<file path="src/rtl/commit_unit_pkg.sv">
// Shared commit-stage types: machine word/pointer widths, thread and register ids,
// TLB write kinds, exception FSM states and the pending-exception queue entry.
package common;
  typedef logic [31:0] word_t;
  typedef logic [31:0] vptr_t;
  typedef logic [19:0] pptr_t;
  typedef logic [19:0] vpn_t;
  typedef logic [7:0]  ppn_t;
  typedef logic [2:0]  threadid_t;
  typedef logic [4:0]  regid_t;

  typedef enum logic [1:0] {TLBW_NONE, TLBW_ITLB, TLBW_DTLB} tlbwrite_t;
  typedef enum logic [1:0] {ST_IDLE, ST_ACTIVE, ST_HANDOFF} exc_state_t;

  localparam vptr_t exchandler_pc = 32'h0000_0800;

  // A deferred TLB miss waiting for the current exception master to iret.
  typedef struct packed {
    threadid_t thread;
    vptr_t     pc;
    vpn_t      vpn;
    logic      is_dtlb;
  } pend_t;

  // Faulting page: the fetch page for an itlb miss, the data page otherwise.
  function automatic vpn_t fault_vpn(input logic itlb, input vpn_t pc_page, input vpn_t data_page);
    return itlb ? pc_page : data_page;
  endfunction
endpackage

</file>
<file path="src/rtl/commit_unit_fifo.sv">
// Pending-exception queue: DEPTH entries, head visible combinationally, registered pointers.
// A push into a full queue is accepted only when a pop happens in the same cycle.
module exc_fifo #(
  parameter int DEPTH = 4,
  parameter int W     = 8
) (
  input  logic         clk,
  input  logic         rst,
  input  logic         push,
  input  logic [W-1:0] push_dat,
  input  logic         pop,
  output logic [W-1:0] head_dat,
  output logic         full,
  output logic         empty
);
  localparam int AW = (DEPTH > 1) ? $clog2(DEPTH) : 1;
  localparam int CW = $clog2(DEPTH + 1);

  logic [W-1:0]  mem [DEPTH];
  logic [AW-1:0] wr_ptr, rd_ptr;
  logic [CW-1:0] count;
  logic          do_push, do_pop;

  assign do_pop   = pop && !empty;
  assign do_push  = push && (!full || do_pop);
  assign full     = (count == CW'(DEPTH));
  assign empty    = (count == '0);
  assign head_dat = mem[rd_ptr];

  function automatic logic [AW-1:0] bump(input logic [AW-1:0] p);
    return (p == AW'(DEPTH - 1)) ? '0 : p + AW'(1);
  endfunction

  always_ff @(posedge clk) begin
    if (rst) begin
      wr_ptr <= '0;
      rd_ptr <= '0;
      count  <= '0;
    end else begin
      if (do_push) wr_ptr <= bump(wr_ptr);
      if (do_pop)  rd_ptr <= bump(rd_ptr);
      count <= count + CW'(do_push) - CW'(do_pop);
    end
  end

  always_ff @(posedge clk) begin
    if (do_push) mem[wr_ptr] <= push_dat;
  end
endmodule

</file>
<file path="src/rtl/commit_unit.sv">
// In-order commit per hardware thread with a single-master TLB-miss exception protocol.
// Every output is registered one cycle after the WB slot; enables are one-cycle pulses.
module commit_unit
  import common::*;
#(
  parameter int    N_THREADS  = 8,
  parameter vptr_t PC_RESET   = 32'h1000,
  parameter vptr_t EXC_PC     = common::exchandler_pc,
  parameter int    PEND_DEPTH = 4
) (
  input  logic      clk,
  input  logic      rst,
  input  logic      sup_boot,
  input  logic      wb_valid,
  input  threadid_t wb_thread,
  input  logic      wb_isvalid,
  input  vptr_t     wb_pc,
  input  logic      wb_itlb_miss,
  input  logic      wb_dtlb_miss,
  input  word_t     wb_data,
  input  word_t     wb_r2,
  input  word_t     wb_mul,
  input  regid_t    wb_dst,
  input  logic      wb_flag_reg,
  input  logic      wb_flag_mul,
  input  logic      wb_flag_jump,
  input  logic      wb_flag_branch,
  input  logic      wb_flag_isequal,
  input  logic      wb_flag_store,
  input  logic      wb_flag_isbyte,
  input  logic      wb_flag_iret,
  input  tlbwrite_t wb_flag_tlbwrite,
  input  vptr_t     end_pc,
  output logic      rf_wen,
  output threadid_t rf_thread,
  output regid_t    rf_dst,
  output word_t     rf_wdata,
  output logic      redirect_en,
  output threadid_t redirect_thread,
  output vptr_t     redirect_pc,
  output logic      inval_en,
  output threadid_t inval_thread,
  output logic      store_en,
  output logic      store_isbyte,
  output pptr_t     store_addr,
  output word_t     store_data,
  output logic      itlb_wen,
  output logic      dtlb_wen,
  output vpn_t      tlb_vpn,
  output ppn_t      tlb_ppn,
  output word_t     rm0 [N_THREADS],
  output word_t     rm1 [N_THREADS],
  output word_t     rm2 [N_THREADS],
  output word_t     rm4 [N_THREADS],
  output logic      exc_active,
  output threadid_t exc_master,
  output word_t     retired,
  output logic      done
);
  vptr_t                waiting_pc [N_THREADS];
  logic [N_THREADS-1:0] pending;
  exc_state_t           state;
  logic                 defer_vld;
  threadid_t            defer_thread;

  threadid_t t;
  logic      head, fence_ok, commit, retry, miss, taken, enter_now, all_at_end;
  logic      q_push, q_pop, q_full, q_empty;
  pend_t     push_dat, pop_dat;
  vpn_t      miss_vpn;

  exc_fifo #(.DEPTH(PEND_DEPTH), .W($bits(pend_t))) u_fifo (
    .clk(clk), .rst(rst), .push(q_push), .push_dat(push_dat),
    .pop(q_pop), .head_dat(pop_dat), .full(q_full), .empty(q_empty)
  );

  // The cycle after a deferred handoff redirect owns the redirect port, so WB is ignored.
  always_comb begin
    t         = wb_thread;
    head      = wb_valid && !defer_vld && (wb_pc == waiting_pc[t]);
    fence_ok  = (state == ST_IDLE) || (state == ST_ACTIVE && t == exc_master);
    commit    = head && wb_isvalid && fence_ok;
    retry     = head && !commit;
    miss      = wb_itlb_miss || wb_dtlb_miss;
    taken     = wb_flag_jump && (!wb_flag_branch || wb_flag_isequal);
    enter_now = retry && miss && (state == ST_IDLE);
    q_push    = retry && miss && (state != ST_IDLE) && (t != exc_master) && !pending[t] && !q_full;
    q_pop     = (state == ST_HANDOFF);
    miss_vpn  = fault_vpn(wb_itlb_miss, wb_pc[31:12], wb_data[31:12]);
    push_dat  = '{thread: t, pc: wb_pc, vpn: miss_vpn, is_dtlb: !wb_itlb_miss};
    all_at_end = 1'b1;
    for (int i = 0; i < N_THREADS; i++)
      if (waiting_pc[i] != end_pc) all_at_end = 1'b0;
  end

  assign exc_active = (state != ST_IDLE);

  always_ff @(posedge clk) begin
    rf_wen      <= 1'b0;
    redirect_en <= 1'b0;
    inval_en    <= 1'b0;
    store_en    <= 1'b0;
    itlb_wen    <= 1'b0;
    dtlb_wen    <= 1'b0;
    if (rst) begin
      for (int i = 0; i < N_THREADS; i++) begin
        waiting_pc[i] <= PC_RESET;
        rm0[i] <= '0;
        rm1[i] <= '0;
        rm2[i] <= '0;
        rm4[i] <= {31'b0, sup_boot};
      end
      pending         <= '0;
      state           <= ST_IDLE;
      exc_master      <= '0;
      defer_vld       <= 1'b0;
      defer_thread    <= '0;
      retired         <= '0;
      done            <= 1'b0;
      rf_thread       <= '0;
      rf_dst          <= '0;
      rf_wdata        <= '0;
      redirect_thread <= '0;
      redirect_pc     <= '0;
      inval_thread    <= '0;
      store_isbyte    <= 1'b0;
      store_addr      <= '0;
      store_data      <= '0;
      tlb_vpn         <= '0;
      tlb_ppn         <= '0;
    end else begin
      done <= all_at_end;
      if (defer_vld) begin
        defer_vld       <= 1'b0;
        redirect_en     <= 1'b1;
        redirect_thread <= defer_thread;
        redirect_pc     <= EXC_PC;
        inval_en        <= 1'b1;
        inval_thread    <= defer_thread;
      end

      if (commit) begin
        retired <= retired + 32'd1;
        if (wb_flag_iret) begin
          waiting_pc[t]   <= rm0[t];
          redirect_en     <= 1'b1;
          redirect_thread <= t;
          redirect_pc     <= rm0[t];
          rm4[t]          <= '0;
          if (state == ST_ACTIVE) state <= q_empty ? ST_IDLE : ST_HANDOFF;
        end else if (taken) begin
          waiting_pc[t]   <= wb_data;
          redirect_en     <= 1'b1;
          redirect_thread <= t;
          redirect_pc     <= wb_data;
        end else begin
          waiting_pc[t] <= wb_pc + 32'd4;
        end
        if (wb_flag_reg) begin
          rf_wen    <= 1'b1;
          rf_thread <= t;
          rf_dst    <= wb_dst;
          rf_wdata  <= wb_flag_mul ? wb_mul : wb_data;
        end
        if (wb_flag_store) begin
          store_en     <= 1'b1;
          store_isbyte <= wb_flag_isbyte;
          store_addr   <= wb_data[19:0];
          store_data   <= wb_r2;
        end
        if (wb_flag_tlbwrite != TLBW_NONE) begin
          itlb_wen <= (wb_flag_tlbwrite == TLBW_ITLB);
          dtlb_wen <= (wb_flag_tlbwrite == TLBW_DTLB);
          tlb_vpn  <= wb_data[19:0];
          tlb_ppn  <= wb_r2[7:0];
        end
      end else if (retry) begin
        redirect_en     <= 1'b1;
        redirect_thread <= t;
        redirect_pc     <= enter_now ? EXC_PC : waiting_pc[t];
        inval_en        <= 1'b1;
        inval_thread    <= t;
        if (enter_now) begin
          waiting_pc[t] <= EXC_PC;
          rm0[t]        <= wb_pc;
          rm1[t]        <= {12'b0, miss_vpn};
          rm2[t]        <= {31'b0, !wb_itlb_miss};
          rm4[t]        <= 32'd1;
          state         <= ST_ACTIVE;
          exc_master    <= t;
        end
        if (q_push) pending[t] <= 1'b1;
      end

      // Handoff: the popped thread becomes master; a fenced WB this cycle keeps the redirect port.
      if (state == ST_HANDOFF) begin
        waiting_pc[pop_dat.thread] <= EXC_PC;
        rm0[pop_dat.thread]        <= pop_dat.pc;
        rm1[pop_dat.thread]        <= {12'b0, pop_dat.vpn};
        rm2[pop_dat.thread]        <= {31'b0, pop_dat.is_dtlb};
        rm4[pop_dat.thread]        <= 32'd1;
        pending[pop_dat.thread]    <= 1'b0;
        exc_master                 <= pop_dat.thread;
        state                      <= ST_ACTIVE;
        if (retry) begin
          defer_vld    <= 1'b1;
          defer_thread <= pop_dat.thread;
        end else begin
          redirect_en     <= 1'b1;
          redirect_thread <= pop_dat.thread;
          redirect_pc     <= EXC_PC;
          inval_en        <= 1'b1;
          inval_thread    <= pop_dat.thread;
        end
      end
    end
  end
endmodule
</file>
<file path="config.mk">
export PLATFORM = sky130hd
export DESIGN_NAME = commit_unit
export DESIGN_NICKNAME = d
export VERILOG_FILES = /design/src/rtl/commit_unit_pkg.sv /design/src/rtl/commit_unit_fifo.sv /design/src/rtl/commit_unit.sv
export SDC_FILE = /design/constraint.sdc
export NUM_CORES = 2
export LEC_CHECK = 0
export ABC_CLOCK_PERIOD_IN_PS = 7200
export CAP_MARGIN = 30
export CORE_AREA = 2 2 555 557
export DETAILED_ROUTE_END_ITERATION = 10
export DIE_AREA = 0 0 557 559
export GPL_ROUTABILITY_DRIVEN = 0
export PLACE_DENSITY_LB_ADDON = 0.05
export SYNTH_ARGS = -nofsm -noshare
export SYNTH_HDL_FRONTEND = slang
export SYNTH_SLANG_ARGS = --single-unit
</file>
<file path="constraint.sdc">
create_clock -name clk -period 7.2 [get_ports clk]
set_clock_uncertainty 0.05 [all_clocks]
set_input_delay 0.72 -clock clk [delete_from_list [all_inputs] [get_ports clk]]
set_output_delay 0.72 -clock clk [all_outputs]
set_load 0.005 [all_outputs]
</file>
* After elaboration in Yosys (flattened, before gate mapping)
Memory sizes are Yosys's and may differ from the RTL's. A register that Yosys moved wholly into a read port is not among the register bits. Cells that the tools add are included.
Operators by class: $add $sub $neg 6, $lt $le $gt $ge 8, eq/ne operators 23, multiplexer cells 132, bitwise operators 19, reductions and logical operators 54
Operators with widths (count):
- two-way mux 256 bit | 21
- bitwise mux 256 bit | 6
- two-way mux 32 bit | 18
- bitwise AND 248 bit | 2
- NOT 248 bit | 2
- bitwise AND 256 bit | 1
- inequality test 32 bit | 8
- NOT 256 bit | 1
- two-way mux 225 bit | 1
- demux 32 bit (select 3 bit) | 2
- binary-select mux 32 bit (select 3 bit) | 1
- OR reduction 32 bit | 2
- two-way mux 3 bit | 18
- two-way mux 1 bit | 46
- two-way mux 8 bit | 5
- adder 32 x 1 -> 32 bit, second input constant | 1
- adder 32 x 3 -> 32 bit, second input constant | 1
- equality test 32 bit | 1
- OR 8 bit | 3
- two-way mux 2 bit | 10
- two-way mux 20 bit | 1
- logical AND 1 bit | 19
- nonzero test 2 bit | 6
- bitwise AND 8 bit | 1
- 33 further kinds | 65
Word-level totals: register bits after elaboration 1246, bits in writable memories 480, input bits 185, output and inout port bits 1226, word-level logic and storage cells 312, memories 2
Memories:
- waiting_pc | depth 8, width 32, read ports 9, clocked after Yosys merged registers in 0, wr ports 8, RTL line commit_unit.sv:60 | vptr_t waiting_pc [N_THREADS];
- u_fifo.mem | depth 4, width 56, read ports 1, clocked after Yosys merged registers in 1, wr ports 1, RTL line commit_unit_fifo.sv:19 | logic [W-1:0] mem [DEPTH];

* Longest topological paths before layout
word-level depth 18, depth in mapped cells 19, depth with buffers taken out 11

* By module
Synthesis repeated with hierarchy kept, for this count alone.
Second synthesis, totals: cell total of the unflattened synthesis 6580, area, all modules 70637.7 µm²
By module, submodules not included:
- commit_unit | instances 1, cells each 6240, area an instance 62117.1 µm², seq. area each 32491.2 µm²
- exc_fifo | instances 1, cells each 340, area an instance 8520.7 µm², seq. area each 6906.6 µm²

* Least setup slack after synthesis
Ideal clock, no wire load.
kind input port to flip-flop, from input port wb_thread[1], to memory u_fifo.mem[0][0] in the netlist's numbering (enable), setup time 420 ps, arrival 4834 ps, data required time 6730 ps, path slack 1896 ps, stages 15, buffers on the path 7, cell sequence buf_6 buf_4 buf_2 buf_2 mux4_2 mux2i_1 xor2_1 o21ai_1 nor4_2 buf_2 nand2_2 buf_4 nor3_2 buf_2 and2_1
On the way: word-level cells in the longest chain between the ends 15, elaborated cells on any way between the ends 22, those cells by class eq/ne (3); mux (4); reduce/logical (14); memory (1)
Ends and longest elaborated chain:
- from (decl) | RTL line commit_unit.sv:15 | input threadid_t wb_thread,
- memory (8 x 32 bit)
- equality test 32 bit | RTL line commit_unit.sv:80 | head = wb_valid && !defer_vld && (wb_pc == waiting_pc[t]);
- logical AND 1 bit | RTL line commit_unit.sv:80
- logical AND 1 bit (2 in series) | RTL line commit_unit.sv:82 | commit = head && wb_isvalid && fence_ok;
- zero test 1 bit | RTL line commit_unit.sv:83 | retry = head && !commit;
- logical AND 1 bit | RTL line commit_unit.sv:83
- logical AND 1 bit (3 in series) | RTL line commit_unit.sv:87 | q_push = retry && miss && (state != ST_IDLE) && (t != exc_master) && !pending[t] && !q_full;
- logical AND 1 bit (*) (2 in series) | RTL line commit_unit.sv:87
- logical AND 1 bit (*) | RTL line commit_unit_fifo.sv:25 | assign do_push = push && (!full || do_pop);
- named net u_fifo.do_push | RTL line commit_unit_fifo.sv:22 | logic do_push, do_pop;
- two-way mux 1 bit (*) | RTL line commit_unit_fifo.sv:47 | if (do_push) mem[wr_ptr] <= push_dat;
- two-way mux 1 bit (implied by the code) (*) | RTL line commit_unit_fifo.sv:47
- to (decl) | RTL line commit_unit_fifo.sv:19
The timed path passes the listed nets; every way through them passes the cells marked *. The select of a mux whose other input is x is not followed.

==> results_dict.tcl <==
set metrics [dict create \
    htreeDepth 4 \
    worstSetupEndpointType "flop" \
    first_global_vias 62400 \
    stdcell_count 12500 \
    post_cts_resized 0 \
    slew_viol_final 0 \
    syn_area_per_cell_um2 10.4 \
    post_cts_buffers 0 \
    cts-buffers-inserted 213 \
    cts_buffer_depth 4 \
    place_inst 12100 \
    synth-seq-cells 1728 \
    setup_violations 0 \
    crit_fanout 41 \
    drv_cap 0 \
    grt_usage_pct 28.4 \
    finalNetCount 8402 \
    synth_top_cell_by_area "dfxtp_1" \
    clock_latency_ns 0.92 \
    netlist-cell-type-count 87 \
    hold_viol_final 0 \
    drcViolationCount 0 \
    synth_ff_type "dfxtp_1" \
    die_area_um2 311000 \
    area_growth_pct 37.1 \
    postCtsHoldBufs 0 \
    critPathMostFrequentCell "buf_4" \
    chipHeight_um 559 \
    via_per_inst 5.22 \
    die_w_um 557 \
    top_layer "met5" \
    vias 65200 \
    async_reset_ff_share_pct 0 \
    fin_crit_ns 5.34 \
    fmax_mhz 187 \
    grt_max_degree 143 \
    drt_iter0_drc 7690 \
    final-seq-area_um2 39400 \
    ant_nets 0 \
    fillerInstances 30900 \
    first_pass_iters 6 \
    clk_pin_slew_ns 0.06 \
    antenna_found_initial 49 \
    tns_ns 0 \
    dp_hpwl_mm 331 \
    irDropWorstVdd_uv 180 \
    cp_slowest_cell "nor4_4" \
    cp_data_arrival_time_ns 5.85 \
    syn_inst 6896 \
    critPathKind "input port to flop" \
    synth_edf_count 480 \
    critPathRequiredTime_ns 7.71 \
    hold_class "input port to flop" \
    start_kind "input port" \
    wl_per_cell_um 36.8 \
    coreArea_um2 305000 \
    cts_tree "built" \
    synth_top_cell_area_share_pct 34.9 \
    met2WireLength_mm 210 \
    power_density_nw_per_um2 229 \
    ys_top_cells_by_area "dfxtp_1 (35%), edfxtp_1 (20%), and2_1 (5.3%), nand2_1 (4.7%), mux4_2 (2.8%)" \
    yosys_warnings 0 \
    drive_above_1_share_pct 10.4 \
    clkSinkCount 1728 \
    grt_pass1_wl_mm 605 \
    rsz0062_at_grt "false" \
    cts_root_buffer "clkbuf_16" \
    path_cells "buf_6 -> buf_4 -> mux4_2 -> mux2i_1 -> xor2_1 -> o21ai_1 -> nor4_4 -> and2_2 -> nand2_4 -> buf_4 -> nor3_1 -> buf_4 -> o32ai_1" \
    critical_path.max_stage_delay_ns 0.60 \
    rows 203 \
    boundaryPins 1411 \
    syn_area_um2 71500 \
    yosysSeqAreaShare_pct 55.1 \
    initial_core_util_pct 23.4 \
    outcome "completed" \
    worst_pin_slew_ns 1.29 \
    drt-total-wl_mm 460 \
    overflow 0 \
    period_share_pct 74.2 \
    power_leakage_nw 32.6 \
    drt-met1-wl_mm 183 \
    syn_nets 7091 \
    wl_met3_mm 40.4 \
    portBuffers 1410 \
    multiInputGateArea_um2 29400 \
    max-slew-margin-rel_pct 14.0 \
]
[placed cells by master (no fill, tap or decap), types with 26 or more instances in the layout]
| cell | Yosys | routed |
|---|---|---|
| a211oi_1 | 50 | 50 |
| a21oi_1 | 331 | 323 |
| a22o_1 | 33 | 33 |
| a22oi_1 | 197 | 197 |
| a311oi_1 | 218 | 218 |
| a311oi_2 | 45 | 45 |
| a32o_1 | 26 | 26 |
| and2_1 | 611 | 605 |
| and3_1 | 58 | 58 |
| buf_12 | 0 | 26 |
| buf_4 | 16 | 232 |
| clkbuf_1 | 419 | 53 |
| clkbuf_16 | 0 | 214 |
| clkbuf_8 | 0 | 32 |
| clkdlybuf4s50_1 | 0 | 1402 |
| clkinv_2 | 0 | 39 |
| dfxtp_1 | 1248 | 1246 |
| edfxtp_1 | 480 | 480 |
| inv_1 | 58 | 58 |
| mux2_2 | 45 | 45 |
| mux2i_1 | 140 | 140 |
| mux4_2 | 90 | 90 |
| nand2_1 | 890 | 884 |
| nand3_1 | 200 | 198 |
| nand4_1 | 62 | 62 |
| nor2_1 | 516 | 506 |
| nor2b_1 | 28 | 26 |
| nor3_1 | 92 | 89 |
| nor4_1 | 29 | 29 |
| o21ai_0 | 98 | 93 |
| o22ai_1 | 54 | 54 |
| o32ai_1 | 203 | 203 |
| or3_1 | 38 | 38 |
| xnor2_1 | 65 | 65 |
| xor2_1 | 64 | 64 |
[final cells by class]
type	count	share of cell area (%)
Inverter	59	0.226
Sequential cell	1728	40.2
Clock inverter	90	0.942
Multi-Input combinational cell	4513	30.0
Tap cell	4100	5.23
Antenna cell	15	0.0383
Clock buffer	298	6.10
Timing Repair Buffer	1692	17.2
[critical path: cells and delay by family]
family,cells,cell delay [ns]
xor+xnor,1,0.39
compound gates,2,0.29
simple gates,4,1.69
buf+inv,4,1.59
mux,2,1.03
[synth_stat cells, types with 50 or more instances]
cell type	count
a211oi_1	50
a21oi_1	331
a22oi_1	197
a311oi_1	218
and2_1	611
and3_1	58
buf_2	72
buf_6	50
clkbuf_1	419
dfxtp_1	1248
edfxtp_1	480
inv_1	58
mux2i_1	140
mux4_2	90
nand2_1	890
nand3_1	200
nand4_1	62
nor2_1	516
nor3_1	92
o21ai_0	98
o22ai_1	54
o32ai_1	203
xnor2_1	65
xor2_1	64
[power by group]
part	switching, mW	total (mW)	internal (mW)
Sequential	0.0790	10.1	10.0
Clock	4.68	11.0	6.29
Combinational	1.01	1.38	0.368
[per-layer routing]
layer,vias up,GRT usage (%)
met5,-,0
met4,18,13.7
met3,791,7.56
met2,3682,45.4
met1,32900,35.2
li1,27800,-
[metrics by stage]
step           hold WS [ns]  power [mW]  instance area [um2]  setup WS, ns  util (%)
2_1_floorplan         0.386        10.8                71500          1.90         -
4_1_cts               0.135        22.7                97900          1.97      32.1
3_5_place_dp          0.392        11.7                91000          1.05      29.8
3_3_place_gp          0.388        11.7                90400          1.02      29.6
6_report              0.225        22.5                98000          1.86      32.1
5_1_grt               0.200        23.1                98000          1.81      32.1
[state kept, by name (all words and copies together) (netlist names), 5 cells and up, named ones only]
signal	count
pending	8
retired	32
rf_dst	5
store_data	32
u_fifo.mem	224
rm1	256
rf_wdata	32
waiting_pc	256
redirect_pc	32
store_addr	20
tlb_vpn	20
rm4	256
rm0	256
rm2	256
tlb_ppn	8
[path summary, 6_finish.rpt]
kind | slack [ns] | endpoint | start | depth (start not counted)
worst min register to register | 0.40 | tlb_ppn[1]$_SDFFE_PP0P_ | tlb_ppn[1]$_SDFFE_PP0P_ | 2
worst max register to register | 2.08 | waiting_pc[3][19]$_SDFFCE_PN0P_ | waiting_pc[7][19]$_SDFFCE_PN0P_ | 11
worst min-delay path | 0.22 | u_fifo.count[0]$_SDFF_PP0_ | rst | 2
worst max-delay path | 1.86 | waiting_pc[3][19]$_SDFFCE_PN0P_ | wb_thread[0] | 13
[kinds of logic after synthesis]
group | Yosys count | share of synthesized area, %
AO/OA/AOI/OAI | 1461 | 15.4
adder cells (fa/ha/maj) | 10 | 0.185
buffers and inverters | 655 | 4.17
multiplexers | 279 | 5.59
XOR/XNOR | 129 | 1.58
flip-flops | 1728 | 55.1
AND/OR/NAND/NOR | 2634 | 18.0
(Power assumes the default switching activity.)
